[src/rtl/add_seq_pkg.sv]
// Purpose : shared types and constants for the add_seq serial adder.
// Latency : n/a (package only).
// Backpressure: n/a. Contents: FSM state encoding, lane width, index-width helper.
package add_seq_pkg;

  localparam int BYTE_W = 8;

  typedef enum logic [1:0] {
    IDLE = 2'd0,
    RUN  = 2'd1,
    DONE = 2'd2
  } state_t;

  // Width of the lane index counter; a single-lane adder still needs one bit.
  function automatic int idx_width(input int nbytes);
    return (nbytes > 1) ? $clog2(nbytes) : 1;
  endfunction

endpackage

[src/rtl/add_seq_if.sv]
// Purpose : operand/result handshake bundle for add_seq.
// Latency : n/a (wires only).
// Backpressure: in_valid/in_ready on the operand side, out_valid/out_ready on the result side.
// Ports   : master = producer/consumer side, slave = the adder block.
interface add_seq_if
  import add_seq_pkg::*;
#(
  parameter int NBYTES = 4
);

  logic                     in_valid;
  logic                     in_ready;
  logic [BYTE_W*NBYTES-1:0] in_a;
  logic [BYTE_W*NBYTES-1:0] in_b;
  logic                     in_ci;
  logic                     out_valid;
  logic                     out_ready;
  logic [BYTE_W*NBYTES-1:0] out_sum;
  logic                     out_co;
  logic                     busy;

  modport master (
    output in_valid, in_a, in_b, in_ci, out_ready,
    input  in_ready, out_valid, out_sum, out_co, busy
  );

  modport slave (
    input  in_valid, in_a, in_b, in_ci, out_ready,
    output in_ready, out_valid, out_sum, out_co, busy
  );

endinterface

[src/rtl/add.sv]
// Purpose : existing 8-bit ripple-carry adder, {co,x} = a + b + ci.
// Latency : combinational.
// Backpressure: none. Ports: a, b (8b), ci (1b) in; x (8b), co (1b) out.
module add (
  input  logic [7:0] a,
  input  logic [7:0] b,
  input  logic       ci,
  output logic [7:0] x,
  output logic       co
);

  logic c;

  always_comb begin
    x = '0;
    c = ci;
    for (int i = 0; i < 8; i++) begin
      x[i] = a[i] ^ b[i] ^ c;
      c    = (a[i] & b[i]) | (c & (a[i] ^ b[i]));
    end
    co = c;
  end

endmodule

[src/rtl/add_seq.sv]
// Purpose : NBYTES-wide serial adder, one byte per cycle LSB first through one 8-bit add.
// Latency : out_valid rises NBYTES edges after the accepting edge; one op per NBYTES+2 cycles.
// Backpressure: in_ready only in IDLE; result held in DONE until out_ready.
// Ports   : clk, rst_n (async, active-low), io (add_seq_if.slave: operands, result, busy).
module add_seq
  import add_seq_pkg::*;
#(
  parameter int NBYTES = 4
) (
  input  logic         clk,
  input  logic         rst_n,
  add_seq_if.slave     io
);

  localparam int IDX_W = idx_width(NBYTES);

  state_t state, state_nxt;

  logic [IDX_W-1:0]                   idx;
  logic                               carry;
  logic [NBYTES-1:0][BYTE_W-1:0]      a_q;
  logic [NBYTES-1:0][BYTE_W-1:0]      b_q;
  logic [NBYTES-1:0][BYTE_W-1:0]      sum_q;
  logic                               co_q;

  logic                               in_ready_c;
  logic                               out_valid_c;
  logic                               busy_c;
  logic                               accept;
  logic                               last;

  logic [BYTE_W-1:0]                  lane_x;
  logic                               lane_co;

  assign last = (idx == IDX_W'(NBYTES - 1));

  add u_add (
    .a  (a_q[idx]),
    .b  (b_q[idx]),
    .ci (carry),
    .x  (lane_x),
    .co (lane_co)
  );

  // State register
  always_ff @(posedge clk or negedge rst_n) begin
    if (!rst_n) state <= IDLE;
    else        state <= state_nxt;
  end

  // Next state and handshake outputs
  always_comb begin
    state_nxt   = state;
    in_ready_c  = 1'b0;
    out_valid_c = 1'b0;
    busy_c      = 1'b0;
    accept      = 1'b0;
    case (state)
      IDLE: begin
        in_ready_c = 1'b1;
        accept     = io.in_valid;
        if (io.in_valid) state_nxt = RUN;
      end
      RUN: begin
        busy_c = 1'b1;
        if (last) state_nxt = DONE;
      end
      DONE: begin
        busy_c      = 1'b1;
        out_valid_c = 1'b1;
        if (io.out_ready) state_nxt = IDLE;
      end
      default: state_nxt = IDLE;
    endcase
  end

  // Operand, carry, index and result registers
  always_ff @(posedge clk or negedge rst_n) begin
    if (!rst_n) begin
      idx   <= '0;
      carry <= 1'b0;
      a_q   <= '0;
      b_q   <= '0;
      sum_q <= '0;
      co_q  <= 1'b0;
    end else if (accept) begin
      a_q   <= io.in_a;
      b_q   <= io.in_b;
      carry <= io.in_ci;
      sum_q <= '0;
      co_q  <= 1'b0;
      idx   <= '0;
    end else if (state == RUN) begin
      sum_q[idx] <= lane_x;
      carry      <= lane_co;
      if (last) co_q <= lane_co;
      else      idx  <= idx + 1'b1;
    end
  end

  assign io.in_ready  = in_ready_c;
  assign io.out_valid = out_valid_c;
  assign io.busy      = busy_c;
  assign io.out_sum   = sum_q;
  assign io.out_co    = co_q;

endmodule

[src/flat_wrapper.sv]
// flat-port wrapper written by rule: the top's interface ports become plain ports
module add_seq_flat import add_seq_pkg::*;
#(
  parameter int NBYTES = 4
)
  (clk, rst_n, io_in_valid, io_in_a, io_in_b, io_in_ci, io_out_ready, io_in_ready, io_out_valid, io_out_sum, io_out_co, io_busy);
  add_seq_if #(.NBYTES(NBYTES)) io_i ();
  input  logic clk;
  input  logic rst_n;
  input wire logic [$bits(io_i.in_valid)-1:0] io_in_valid;
  input wire logic [$bits(io_i.in_a)-1:0] io_in_a;
  input wire logic [$bits(io_i.in_b)-1:0] io_in_b;
  input wire logic [$bits(io_i.in_ci)-1:0] io_in_ci;
  input wire logic [$bits(io_i.out_ready)-1:0] io_out_ready;
  output wire logic [$bits(io_i.in_ready)-1:0] io_in_ready;
  output wire logic [$bits(io_i.out_valid)-1:0] io_out_valid;
  output wire logic [$bits(io_i.out_sum)-1:0] io_out_sum;
  output wire logic [$bits(io_i.out_co)-1:0] io_out_co;
  output wire logic [$bits(io_i.busy)-1:0] io_busy;
  assign io_i.in_valid = io_in_valid;
  assign io_i.in_a = io_in_a;
  assign io_i.in_b = io_in_b;
  assign io_i.in_ci = io_in_ci;
  assign io_i.out_ready = io_out_ready;
  assign io_in_ready = io_i.in_ready;
  assign io_out_valid = io_i.out_valid;
  assign io_out_sum = io_i.out_sum;
  assign io_out_co = io_i.out_co;
  assign io_busy = io_i.busy;
  add_seq #(.NBYTES(NBYTES)) u_core (.clk(clk), .rst_n(rst_n), .io(io_i));
endmodule
[config.mk]
export PLATFORM = sky130hd
export DESIGN_NAME = add_seq_flat
export DESIGN_NICKNAME = d
export VERILOG_FILES = /design/src/rtl/add_seq_pkg.sv /design/src/rtl/add_seq_if.sv /design/src/rtl/add.sv /design/src/rtl/add_seq.sv /design/src/flat_wrapper.sv
export SDC_FILE = /design/constraint.sdc
export NUM_CORES = 1
export LEC_CHECK = 0
export ABC_CLOCK_PERIOD_IN_PS = 10900
export CORE_MARGIN = 2
export CORE_UTILIZATION = 49
export CTS_CLUSTER_SIZE = 14
export DETAILED_ROUTE_END_ITERATION = 10
export MAX_ROUTING_LAYER = met4
export PLACE_DENSITY_LB_ADDON = 0.1
export SLEW_MARGIN = 25
export SYNTH_ARGS = -nofsm -noshare
export SYNTH_HDL_FRONTEND = slang
export SYNTH_SLANG_ARGS = --single-unit
[constraint.sdc]
create_clock -name clk -period 10.9 [get_ports clk]
set_input_delay 1.635 -clock clk [delete_from_list [all_inputs] [get_ports clk]]
set_output_delay 1.635 -clock clk [all_outputs]
set_load 0.05 [all_outputs]
==> out/summary.md <==
The flow ran to the end, and the final reports show no timing, DRC or antenna violations. Wires add up to 10.4 mm. The number of diodes added for antenna fixing is 0, and the final-report hold violation count is 0.

The number of buffers created by CTS came out at 9. Worst setup slack after layout: 6.16 ns. Largest driver fanout on the critical path: 12. The net count after synthesis came out at 575. Leaving out fill and tap cells, the most frequent cells in the layout are 226 x sky130_fd_sc_hd__nand2_1, 103 x sky130_fd_sc_hd__clkdlybuf4s50_1, 102 x sky130_fd_sc_hd__dfrtp_1, 33 x sky130_fd_sc_hd__a21oi_1, 24 x sky130_fd_sc_hd__or2_2. Setup repair after global routing left no endpoint under its margin.

The class of the most critical hold timing path was reg -> reg. For the worst flop-to-flop path, the logic depth is 16. The worst-case IR drop observed on VDD is 0.126 mV. In the routed design, unresolved DRC markers number 0. After clock tree synthesis, the clock-pin slew on the worst setup and hold paths is 0.10 ns. The logs give 0 for the total of max-cap violations and 0 for the quantity of hold-fixing buffers added after cts. The number of nets in the finished design was 665; the cell area after technology mapping was 4780 um2.

The overall global routing resource usage is 21.3%, and the average vias per placed instance is 4.92. The layout-stage area growth over the synthesis result is 26.5%. The largest delay contributor family on the critical path was adder cells. In this run the tool buffered the top-level ports with 104 buffer cells. For the number of resized instances in the post-cts repair step, the log shows 0. In this run the deepest clock path goes through 2 buffers.

The worst-case clock skew was 0.0139 ns. The critical path goes through buf_4 > mux4_1 > inv_1 > fa_1 > fa_1 > fa_1 > fa_1 > fa_1 > inv_1 > fa_1 > inv_1 > fa_1 > inv_1 > fa_1 > nand3_1 > a21oi_1. TritonCTS built the clock tree.

The die is 103 um tall. The floorplan has 36 rows. The cell that appears most often on the critical path is sky130_fd_sc_hd__fa_1. The design draws 1.84 mW. For the number of ports placed on the die boundary, the log shows 105. The library cell contributing the largest single delay on the critical path was sky130_fd_sc_hd__dfrtp_1.

At the pin with the least slew margin, the transition time is 0.997 ns. For the total vias in the final route, the log shows 3539. Leading cell type in the layout, fill and taps excluded: sky130_fd_sc_hd__nand2_1. In this run the post-CTS setup repair buffer count came out at 0. The count of different cell masters after synthesis is 27. The critical path start-end classification is reg -> reg. For the count of synthesis-stage warnings from yosys, the log shows 0. Root cell of the clock tree: sky130_fd_sc_hd__clkbuf_8. The maximum cell stage delay along the critical path was 0.60 ns. Post-synthesis sequential element count: 102. At the worst endpoint, the required time is 11.10 ns. For this configuration, the core starts out at a cell density of 49.6%. The number of slew-limit violations in the final report is 0.

For the arrival time at the worst endpoint, the log shows 4.94 ns. The number of cells on the worst hold path was 2; the total congestion overflow after global routing was 0. Setup violations remaining at the end of the flow were counted as 0. The logs give 10600 um2 for the die outline area and 6.18 ns for the worst slack after detailed placement.

Cells with a size suffix above 1 make up 9.56% of the layout. The run gives 7.41 mm as the half-perimeter wire length after detailed placement. The via count of the first global-routing pass is 3415.

The worst setup path is launched from a flop. The die is 103 um wide. For this block, the initial DRC count from the detailed router was 116. The register area share after synthesis is 53.4%. Dividing total power by cell area gives a power density of 304 nW/um2. The run gives 0.802 as the routability congestion estimate. For the remaining max-slew budget at the tightest pin, the log shows 33.5%.

The critical path buffer and inverter count is 5. The H-tree was split into 3 levels. The cell count after synthesis came out at 491. The worst path in the final design needs a cycle of 4.74 ns, including I/O delays and setup.

The logic depth of the worst setup path including buffers was 16. Once layout is complete, the utilization of the core stands at 62.7%. STA classifies the critical path endpoint as a flop.

The first global-routing pass estimated 16.6 mm of wire. The clock net in this run drives a total of 102 sinks. Entering global routing, the biggest net connects 102 pins.

Static timing analysis puts the maximum clock frequency at 211 MHz. After routing, the total negative slack on setup checks comes to 0 ns. The first-pass iteration count of the detailed router was 4; the core outline area was 9640 um2.

The detail route stage leaves a number of antenna-violating nets equal to 0. In the final routed layout, each cell accounts on average for 14.4 um. On the final layout, the worst hold slack is 0.477 ns. The worst path uses 43.4% of the clock period.

The number of antenna violations at the first check in global routing was 0; the mean instance size in the synthesized netlist was 9.74 um2. The leakage power was 2.87 nW. The clock insertion delay at the later pin of the skew report came out at 0.36 ns.
==> tightest hold or removal path, stage by stage, from the launching register on <==
cell and delay [ns]:
sky130_fd_sc_hd__dfrtp_1 0.34, sky130_fd_sc_hd__nand2_1 0.05, sky130_fd_sc_hd__nand2_1 0.05
==> final cells by class <==
type                       count  area, um2
tap                          133        166
clock inverter                 5       40.0
timing repair buffer         106       1050
fill                         876       3590
multi-input combinational    342       2010
clock buffer                  11        151
sequential                   102       2550
inverter                      20       75.1
==> cells by family after synthesis <==
kind of cell               share of synthesized area, %
AOI/OAI and AO/OA                                  3.77
DFF                                                53.4
xor gates and xnor gates                          0.183
adders and majority gates                          5.18
and+or+nand+nor                                    23.5
buffers and inverters                              4.81
muxes                                              9.13
==> flip-flops by register name, summed over array words and instances, names as in the netlist <==
name and cells:
u_core.a_q 32, u_core.b_q 32, u_core.io.out_sum 32, u_core.idx 2
u_core.state 2, u_core.carry 1, u_core.io.out_co 1
==> per-layer routing <==
metal	track usage, %	part of all wire, %	up-vias
met5	-	0	-
met4	6.38	0.96	0
met3	2.98	4.1	9
met2	35.1	50	92
met1	27.7	45	1706
li1	-	-	1732
==> stage by stage <==
stage                     area, um2  cells
after CTS                      6050    719
after global routing           6050    719
after detailed placement       5860    703
after global placement         5850    703
after floorplan                4780    491
final                          6050    719
==> worst paths after layout <==
kind / from / endpoint / slack, ns
worst min-delay path: u_core.b_q[0] / u_core.b_q[0] / 0.48
worst max-delay path: u_core.idx[0] / u_core.io.out_sum[31] / 6.16
min in group asynchronous: rst_n / u_core.state[0] / 1.20
worst max register to register: u_core.idx[0] / u_core.io.out_sum[31] / 6.16
max in group asynchronous: rst_n / u_core.b_q[0] / 8.49
worst min register to register: u_core.b_q[0] / u_core.b_q[0] / 0.48
==> cells in the mapped netlist <==
cell type                    n  area, um2
sky130_fd_sc_hd__nand2_1   227        852
sky130_fd_sc_hd__dfrtp_1   102       2550
sky130_fd_sc_hd__a21oi_1    33        165
sky130_fd_sc_hd__or2_2      24        150
sky130_fd_sc_hd__inv_1      20       75.1
sky130_fd_sc_hd__buf_2      15       75.1
sky130_fd_sc_hd__mux4_1     12        315
sky130_fd_sc_hd__nand3_1     9       45.0
sky130_fd_sc_hd__clkbuf_1    8       30.0
sky130_fd_sc_hd__fa_1        8        160
sky130_fd_sc_hd__ha_1        7       87.6
sky130_fd_sc_hd__mux4_2      4       90.1
sky130_fd_sc_hd__nand2_2     4       25.0
sky130_fd_sc_hd__buf_6       2       22.5
sky130_fd_sc_hd__mux2i_1     2       20.0
sky130_fd_sc_hd__nor2_1      2       7.51
sky130_fd_sc_hd__nor2b_1     2       12.5
sky130_fd_sc_hd__and2_1      1       6.26
sky130_fd_sc_hd__and2b_4     1       10.0
sky130_fd_sc_hd__buf_12      1       20.0
sky130_fd_sc_hd__buf_4       1       7.51
sky130_fd_sc_hd__mux2_2      1       11.3
sky130_fd_sc_hd__nor3_2      1       10.0
sky130_fd_sc_hd__nor3b_1     1       7.51
sky130_fd_sc_hd__o21ai_0     1       5.00
sky130_fd_sc_hd__o32a_1      1       10.0
sky130_fd_sc_hd__xnor2_1     1       8.76
==> where the power goes <==
group,leakage (nW),switching [mW],total (mW),internal [mW]
sequential,1.31,0.101,0.638,0.537
combinational,1.47,0.588,0.971,0.382
clock,0.101,0.133,0.231,0.0982
total,2.87,0.822,1.84,1.02
Note: power is estimated with default switching activity, not from simulation.
